**config.mk**
```make
export PLATFORM = sky130hd
export DESIGN_NAME = mem_port_arbiter
export DESIGN_NICKNAME = d
export VERILOG_FILES = /design/src/rtl/mem_port_arbiter.sv
export SDC_FILE = /design/constraint.sdc
export NUM_CORES = 1
export LEC_CHECK = 0
export BUFFER_PORTS_ARGS = -buffer_cell sky130_fd_sc_hd__buf_4
export CORE_ASPECT_RATIO = 2
export CORE_MARGIN = 5
export CORE_UTILIZATION = 51
export CTS_BUF_LIST = sky130_fd_sc_hd__clkbuf_16
export CTS_CLUSTER_DIAMETER = 80
export DETAILED_ROUTE_END_ITERATION = 10
export PLACE_DENSITY = 0.9
export RECOVER_POWER = 25
export SLEW_MARGIN = 20
export SYNTH_ARGS = -nofsm -noshare
export SYNTH_HDL_FRONTEND = slang
export SYNTH_SLANG_ARGS = --single-unit
```
**constraint.sdc**
```tcl
create_clock -name Clock -period 4.45 [get_ports Clock]
set_input_delay 0.6675 -clock Clock [delete_from_list [all_inputs] [get_ports Clock]]
set_output_delay 0.6675 -clock Clock [all_outputs]
set_load 0.1 [all_outputs]
```
**src/rtl/mem_port_arbiter.sv**
```systemverilog
// mem_port_arbiter: shares one single-port memory between the instruction-fetch
// port and the data port of a processor core.
// Data requests have priority, but the instruction port wins after STARVE_LIMIT
// back-to-back data grants made while it was waiting.
// Ports:
//   Clock, Reset (async, active-low)
//   Inst*  : instruction requester (read only); InstWaitreq stalls the fetch
//   Data*  : data requester (read/write); DataWaitreq stalls the memory stage
//   Mem*   : single-port memory command/response interface
module mem_port_arbiter #(
  parameter int unsigned WORD_SIZE    = 16,
  parameter int unsigned READ_LATENCY = 1,
  parameter int unsigned STARVE_LIMIT = 4
) (
  input  logic                 Clock,
  input  logic                 Reset,
  input  logic [WORD_SIZE-1:0] InstAddr,
  input  logic                 InstRead,
  output logic [WORD_SIZE-1:0] InstRdData,
  output logic                 InstWaitreq,
  input  logic [WORD_SIZE-1:0] DataAddr,
  input  logic [WORD_SIZE-1:0] DataWrData,
  input  logic                 DataRead,
  input  logic                 DataWrite,
  output logic [WORD_SIZE-1:0] DataRdData,
  output logic                 DataWaitreq,
  output logic [WORD_SIZE-1:0] MemAddr,
  output logic [WORD_SIZE-1:0] MemWrData,
  output logic                 MemRead,
  output logic                 MemWrite,
  input  logic [WORD_SIZE-1:0] MemRdData,
  input  logic                 MemWaitreq
);

  localparam int unsigned LAT_W = (READ_LATENCY < 1) ? 1 : $clog2(READ_LATENCY + 1);
  localparam int unsigned STV_W = (STARVE_LIMIT < 1) ? 1 : $clog2(STARVE_LIMIT + 1);

  typedef enum logic [1:0] {
    S_IDLE,
    S_ISSUE,
    S_WAIT,
    S_COMPLETE
  } state_t;

  state_t           state;
  logic             owner_inst;   // 1: instruction port owns the memory, 0: data port
  logic             op_write;
  logic [LAT_W-1:0] lat_cnt;
  logic [STV_W-1:0] starve_cnt;

  logic data_req;
  logic inst_pick;

  assign data_req  = DataRead | DataWrite;
  // Instruction port wins when data is idle or it has waited out the starvation limit
  assign inst_pick = InstRead & (~data_req | (starve_cnt == STV_W'(STARVE_LIMIT)));

  // Back-pressure: each port is released only in its own completion cycle
  assign InstWaitreq = InstRead  & ~((state == S_COMPLETE) &  owner_inst);
  assign DataWaitreq = data_req  & ~((state == S_COMPLETE) & ~owner_inst);

  // Arbitration and transaction sequencing
  always_ff @(posedge Clock or negedge Reset) begin
    if (!Reset) begin
      state      <= S_IDLE;
      owner_inst <= 1'b0;
      op_write   <= 1'b0;
      lat_cnt    <= '0;
      starve_cnt <= '0;
      MemAddr    <= '0;
      MemWrData  <= '0;
      MemRead    <= 1'b0;
      MemWrite   <= 1'b0;
      InstRdData <= '0;
      DataRdData <= '0;
    end else begin
      case (state)
        S_IDLE: begin
          if (inst_pick) begin
            owner_inst <= 1'b1;
            op_write   <= 1'b0;
            MemAddr    <= InstAddr;
            MemRead    <= 1'b1;
            MemWrite   <= 1'b0;
            starve_cnt <= '0;
            state      <= S_ISSUE;
          end else if (data_req) begin
            owner_inst <= 1'b0;
            // a simultaneous read and write is performed as a write
            op_write   <= DataWrite;
            MemAddr    <= DataAddr;
            MemWrData  <= DataWrData;
            MemRead    <= ~DataWrite;
            MemWrite   <= DataWrite;
            starve_cnt <= InstRead ? (starve_cnt + STV_W'(1)) : '0;
            state      <= S_ISSUE;
          end
        end
        S_ISSUE: begin
          if (!MemWaitreq) begin
            MemRead  <= 1'b0;
            MemWrite <= 1'b0;
            if (op_write) begin
              state <= S_COMPLETE;
            end else begin
              lat_cnt <= LAT_W'(READ_LATENCY);
              state   <= S_WAIT;
            end
          end
        end
        S_WAIT: begin
          lat_cnt <= lat_cnt - LAT_W'(1);
          if (lat_cnt == LAT_W'(1)) begin
            if (owner_inst) InstRdData <= MemRdData;
            else            DataRdData <= MemRdData;
            state <= S_COMPLETE;
          end
        end
        S_COMPLETE: state <= S_IDLE;
        default:    state <= S_IDLE;
      endcase
    end
  end

endmodule

```
==> results.cfg, run 1 <==
[sta]
finalCriticalPeriod_ns = 2.399
fmax_ghz = 0.4169
finalClockSkew_ns = 0.004996
rsz0062_at_grt = false
slew_headroom_pct = -18.07
drv_slew = 75
hold_violations = 0
period_share_pct = 53.91
fin_setup_tns_ns = 0
tightest_slew_ns = 1.771
setup_viol = 0

[global_routing]
grt_max_degree = 75
grt_overflow = 0
antenna_found_initial = 0
grt_pass1_vias = 2758
grtUsageTotal_pct = 20.71
grt_pass1_wl_um = 12760

[worst_setup_path]
reg2reg_depth = 5
r2r-end = state[1]
critPathKind = input port to primary output
cp.arrival_ns = 1.73
required_ns = 3.78
crit_fanout = 25
start_kind = input port
crit_path_start = InstRead
ff2ff_setup_slack_ns = 2.40
worstSetupEndpointType = primary output
r2r-start = state[0]

[clock_tree]
clock_latency_ns = 0.33
clkSlewWorstSetupHoldPaths_ns = 0.05
cts.repair.resized = 0
ctsLongestPathBuffers = 2
numCtsBuffers = 9
cts_hold_buf = 0
cts_tree = yes
cts-root-buf = clkbuf_16
clock-sinks = 74
cts_setup_buffers = 0
h-tree-depth = 3

[detailed_routing]
top_layer = met4
drt-initial-drc-count = 113
dr.pass1.iters = 5
vias_per_cell = 5.333
routed-wl-met2_um = 4765
route.detailed.drc = 0
post_drt_wl_per_cell_um = 17.05
drtAntennaViolNets = 0
drt_wl_total_um = 8252
m1WireLength_um = 2783
via_count = 2581
wl_met3_um = 453

[synth]
yosysSeqAreaShare_pct = 56.84
syn_nets = 335
synth-seq-cells = 74
synth.cell_area_um2 = 3258
yosys.area.top_type = dfrtp_1
syn_area_per_cell_um2 = 12.58
netlist_top_cells_area = dfrtp_1 57%, mux2_2 14%, mux2_4 4.6%
ys_types = 35
synth_top_area_share_pct = 56.84
synthCells = 259
yosysWarnings = 0

[cells_and_area]
area_growth_syn_to_layout_pct = 40.28
diodes = 0
final_nets = 469
final_cell_mix = 137 x buf_4, 74 x dfrtp_1, 40 x mux2_2
drive_gt1_share_pct = 51.26
final_common_cell = buf_4
fillers = 475

[placement]
io_buffers = 137
dp_hpwl_um = 6151
gp_congestion = 0.7964

[outcome]
outcome = complete, but fails checks
violations = capacitance limit, slew limit

[run]
drv_cap = 1

[hold_path]
min_path_cells = 1
hold_path_startpoint = InstRdData[9]
hold_path_class = register to register
hold_end = InstRdData[9]

[floorplan]
fp.dieH_um = 123.0
dieArea_um2 = 8184
start_util_pct = 52.06
io_pins = 138
num_rows = 41
core-area_um2 = 6259
die_w_um = 66.52
layer usage:
layer  track usage, %  up-vias
li1                 -     1202
met1            20.24     1256
met2            37.90      101
met3            5.818       22
met4            11.20        0
met5                0        -
synthesized netlist by cell type:
library cell	number
nand3_1	6
mux2_2	40
nand2b_1	3
a21oi_1	18
and4b_1	1
xor2_1	1
or2_4	1
buf_2	5
a22o_1	1
a32o_1	1
a2bb2oi_1	1
buf_6	2
or4b_1	1
ha_1	6
and2_1	1
o21ai_0	20
a21boi_0	1
buf_12	1
mux2_4	10
a21o_1	1
o31ai_1	3
and3_4	1
o22ai_1	1
a31oi_1	16
o2bb2ai_2	1
o31a_1	1
clkbuf_1	7
o2111ai_1	1
nor2_1	18
a211o_1	1
inv_1	6
nor4b_1	1
and4_1	1
dfrtp_1	74
nand2_1	6
how the worst max path moves through the flow:
| stage | end | slack (ns) | cells after the start |
|---|---|---|---|
| after global routing | InstWaitreq | 1.99 | 4 |
| after floorplan | DataWaitreq | 0.70 | 3 |
| after detailed placement | InstWaitreq | 2.11 | 4 |
| after CTS | InstWaitreq | 2.08 | 4 |
| final | InstWaitreq | 2.05 | 4 |
| after global placement | InstWaitreq | 2.13 | 4 |
area by class of cell:
| class | count | area (um2) | share of cell area (%) |
|---|---|---|---|
| Clock buffer | 9 | 225.2 | 4.927 |
| Clock inverter | 7 | 28.78 | 0.6296 |
| Inverter | 6 | 22.52 | 0.4927 |
| Multi-Input combinational cell | 164 | 1301 | 28.47 |
| Sequential cell | 74 | 1852 | 40.51 |
| Tap cell | 86 | 107.6 | 2.354 |
| Timing Repair Buffer | 138 | 1033 | 22.61 |
stage by stage:
stage          hold slack (ns)  util [%]  cell area, um2  setup slack (ns)  std cells
4_1_cts                 0.5065     72.97            4567             2.080        484
3_5_place_dp            0.4945     68.91            4313             2.105        468
3_3_place_gp            0.4877     68.91            4313             2.130        468
5_1_grt                 0.5116     73.03            4571             1.988        484
2_1_floorplan           0.3719         -            3258            0.6993        259
6_report                0.5029     73.03            4571             2.051        484
logic make-up (layout without fill, tap and decap cells):
logic type | Yosys count | after routing | share of synthesized area (%)
DFF | 74 | 74 | 56.84
muxes | 50 | 50 | 18.43
and+or+nand+nor | 40 | 40 | 6.221
AOI/OAI and AO/OA | 67 | 67 | 12.37
buffers and inverters | 21 | 160 | 3.571
adders and majority gates | 6 | 6 | 2.304
xor gates and xnor gates | 1 | 1 | 0.2689
worst max-delay path, cell delays in order:
cell and delay [ns]:
buf_4 0.23, inv_1 0.29, a21oi_1 0.21, buf_4 0.32
sequential cells by signal, summed over array words and instances (netlist names):
signal and count:
MemAddr 16, lat_cnt 1, MemWrite 1, starve_cnt 3, MemRead 1, op_write 1, DataRdData 16, InstRdData 16
state 2, MemWrData 16, owner_inst 1
Power of run 1 is not shown: default switching activity piles up to over one toggle a cycle in this logic, so the estimate is an artifact.
==> run 2: changes to the inputs <==
CORE_UTILIZATION = 48   (was 51)
PLACE_DENSITY = 0.85   (was 0.9)
clock period = 2.49 ns   (was 4.45 ns; I/O delays follow)
==> run 2 against run 1 <==
Final cell count up 1.0%; design area rose by 1.0%; hold slack lost 0.22 ns; register-to-register slack lost 1.9 ns; non-clock buffer count rose by 4; worst setup slack got worse by 1.5 ns; die area grew 5.5%; count of clock-buffer cells in the layout stayed put; the run still ends with capacitance limit, slew limit left; critical path type is now register to register; first-iteration DRC count grew 18%; flip-flop and latch count did not move; wire length shrank 3.7%; highest routed layer unchanged.
==> results.cfg, run 2 (synthesis gave the netlist of run 1 again) <==
[cells_and_area]
final_common_cell = buf_4
area_growth_syn_to_layout_pct = 41.74
final_nets = 473
final_util_pct = 69.75
final-seq-area_um2 = 1852
drive_gt1_share_pct = 51.62
final_cell_mix = 141 x buf_4, 74 x dfrtp_1, 40 x mux2_2
fillers = 523
multi_input_area_um2 = 1295
diodes = 0
design_area_um2 = 4618

[worst_setup_path]
start_kind = register
critPathKind = register to register
r2r-start = state[0]
crit_path_start = state[0]
worstSetupEndpointType = register
cp.arrival_ns = 2.17
crit_fanout = 12
required_ns = 2.70

[sta]
hold_violations = 0
fmax_ghz = 0.5093
finalCriticalPeriod_ns = 1.964
fin_setup_tns_ns = 0
hold_ws_ns = 0.2790
drv_slew = 75
tightest_slew_ns = 1.782
finalClockSkew_ns = 0.007012
slew_headroom_pct = -18.80
period_share_pct = 78.86
setup_viol = 0
rsz0062_at_grt = false

[floorplan]
fp.dieH_um = 126.5
core-area_um2 = 6621
io_pins = 138
dieArea_um2 = 8635
start_util_pct = 49.21
die_w_um = 68.26
num_rows = 42

[detailed_routing]
post_drt_wl_per_cell_um = 16.25
via_count = 2565
drt_wl_total_um = 7948
drt-initial-drc-count = 133
route.detailed.drc = 0
dr.pass1.iters = 4
drtAntennaViolNets = 0
vias_per_cell = 5.245

[clock_tree]
clkSlewWorstSetupHoldPaths_ns = 0.05
cts_hold_buf = 0
cts_setup_buffers = 0
clock-sinks = 74
numCtsBuffers = 9
cts.repair.resized = 0
ctsLongestPathBuffers = 2
cts_tree = yes
h-tree-depth = 3
clock_latency_ns = 0.32
cts-root-buf = clkbuf_16

[global_routing]
grt_pass1_wl_um = 12560
grt_overflow = 0
antenna_found_initial = 0
grt_pass1_vias = 2694
grtUsageTotal_pct = 19.37
grt_max_degree = 75

[placement]
placed_area_um2 = 4345
io_buffers = 137
dp_hpwl_um = 6137
gp_congestion = 0.7587

[outcome]
outcome = complete, but fails checks
violations = capacitance limit, slew limit

[hold_path]
hold_path_startpoint = DataWrData[8]
hold_path_class = input port to register

[run]
drv_cap = 1
[run 2: per-stage QoR]
stage / setup slack [ns] / std cells
2_1_floorplan: 0.02718 / 259
3_3_place_gp: 0.5999 / 474
3_5_place_dp: 0.5339 / 474
4_1_cts: 0.5322 / 489
5_1_grt: 0.4074 / 489
6_report: 0.5265 / 489
[run 2: area by class of cell]
type,instances,area share (%)
timing repair buffer,142,23.03
inverter,6,0.4877
clock inverter,6,1.084
sequential,74,40.10
multi-input combinational,164,28.04
clock buffer,9,4.877
tap,88,2.384
[run 2: worst paths after layout]
kind	depth (start not counted)	slack [ns]	end
max	5	0.53	state[1]
min	2	0.28	MemWrData[8]
max reg2reg	5	0.53	state[1]
min reg2reg	2	0.50	op_write
max in group asynchronous	1	0.91	MemWrData[13]
min in group asynchronous	1	0.53	MemAddr[2]
[run 2: per-layer routing]
layer	routed length [um]	global-route usage [%]	part of all wire, %
met4	186	8.792	2.3
met2	4621	35.84	58
met5	0	0	0
met1	2617	19.19	33
met3	522	4.602	6.6
[run 2: worst max-delay path, stage by stage (launching register included)]
cell,delay [ns]
dfrtp_1,0.41
inv_1,0.11
ha_1,0.39
or4b_1,0.50
nand3_1,0.11
mux2_2,0.33
Power of run 2 is left out for the same reason.
==> run 3: changes to the inputs <==
CORE_UTILIZATION = 43   (was 48)
PLACE_DENSITY = 0.81   (was 0.85)
clock period = 1.7 ns   (was 2.49 ns; I/O delays follow)
==> run 3 against run 2 <==
The flow now finishes without violations; sequential share of layout area is 1.7 points lower; via count is 2.0% higher; die area is 10% higher; fmax is 16% higher; register-to-register slack worse by 0.51 ns; worst setup slack worse by 0.51 ns; final cell count is 3.9% higher; first-iteration DRC count is 28% lower; non-clock buffer count is 11 higher; wire length is 4.8% higher.
==> results.cfg, run 3 (synthesis gave the netlist of run 1 again) <==
[cells_and_area]
final_common_cell = buf_4
design_area_um2 = 4826
fillers = 609
drive_gt1_share_pct = 54.11
multi_input_area_um2 = 1328
final_nets = 485
diodes = 0
final-seq-area_um2 = 1852
final_util_pct = 64.44
final_cell_mix = 145 x buf_4, 74 x dfrtp_1, 40 x mux2_2
area_growth_syn_to_layout_pct = 48.12

[clock_tree]
h-tree-depth = 3
clock-sinks = 74
cts_setup_buffers = 0
clkSlewWorstSetupHoldPaths_ns = 0.05
cts_tree = yes
cts-root-buf = clkbuf_16
ctsLongestPathBuffers = 2
clock_latency_ns = 0.33
numCtsBuffers = 9

[hold_path]
hold_path_class = input port to register

[floorplan]
dieArea_um2 = 9523
io_pins = 138
start_util_pct = 43.51
die_w_um = 71.55
core-area_um2 = 7488
fp.dieH_um = 133.1
num_rows = 45

[placement]
placed_area_um2 = 4473
io_buffers = 137
gp_congestion = 0.7793
dp_hpwl_um = 5843

[sta]
hold_violations = 0
setup_viol = 0
slew_headroom_pct = 50.36
fin_setup_tns_ns = 0
rsz0062_at_grt = true
drv_slew = 0
fmax_ghz = 0.5933
tightest_slew_ns = 0.7402
period_share_pct = 99.15
finalCriticalPeriod_ns = 1.686
finalClockSkew_ns = 0.006596

[worst_setup_path]
path_delay_family = simple AND/OR/NAND/NOR gates
path_buf_inv = 1
start_kind = register
worstPathCellList = inv_1 -> ha_1 -> or4b_4 -> nand3_1 -> mux2_2
crit_fanout = 3
critPathKind = register to register
max_stage_delay_ns = 0.46
worstSetupEndpointType = register
required_ns = 1.91
cp.arrival_ns = 1.89
crit_slowest_cell = or4b_4

[global_routing]
antenna_found_initial = 0
grt_pass1_wl_um = 13380
grt_pass1_vias = 2746
grtUsageTotal_pct = 17.60
grt_overflow = 0
grt_max_degree = 32

[run]
drv_cap = 0

[detailed_routing]
drtAntennaViolNets = 0
via_count = 2616
post_drt_wl_per_cell_um = 16.40
dr.pass1.iters = 4
route.detailed.drc = 0
vias_per_cell = 5.150
drt-initial-drc-count = 96
drt_wl_total_um = 8329

[outcome]
outcome = complete, no violations
run 3: through the flow:
step	std cells	worst slack (ns)	hold WS [ns]
after floorplan	259	-0.08096	-0.04059
after global placement	490	0.07894	0.2172
after detailed placement	490	0.03633	0.2172
after CTS	507	0.001067	0.1464
after global routing	508	-0.06578	0.1553
final	508	0.01441	0.1619
run 3: cell type report:
type | instances | share of cell area, %
Tap cell | 94 | 2.437
Multi-Input combinational cell | 165 | 27.51
Clock buffer | 9 | 4.667
Sequential cell | 74 | 38.37
Clock inverter | 7 | 1.763
Inverter | 6 | 0.4667
Timing Repair Buffer | 153 | 24.79
run 3: per-layer routing:
| metal | share of wire (%) | track usage (%) |
|---|---|---|
| met2 | 46 | 26.08 |
| met5 | 0 | 0 |
| met1 | 43 | 23.49 |
| met4 | 1.5 | 6.172 |
| met3 | 9.8 | 6.798 |
run 3: path summary, 6_finish.rpt:
check | start | to | slack [ns] | cells past startpoint
max | state[0] | state[1] | 0.01 | 5
max reg2reg | state[0] | state[1] | 0.01 | 5
max in group asynchronous | Reset | InstRdData[10] | 0.31 | 3
min | DataWrData[13] | MemWrData[13] | 0.16 | 2
min in group asynchronous | Reset | MemAddr[3] | 0.52 | 2
min reg2reg | InstRdData[9] | InstRdData[9] | 0.51 | 1
run 3: worst register-to-register path: stages, from the launching register on:
cell and delay (ns):
dfrtp_1 0.37, inv_1 0.10, ha_1 0.17, or4b_4 0.46
nand3_1 0.12, mux2_2 0.35
run 3: timing repair:
| action | in CTS | in global routing |
|---|---|---|
| hold endpoints to repair | 28 | 0 |
| endpoints found under the setup margin | 2 | 19 |
| pin swaps | 1 | 2 |
| cloned | 0 | 1 |
| hold buffers | 1 | 0 |
| gates resized for setup | 5 | 5 |
Power of run 3 is left out for the same reason.
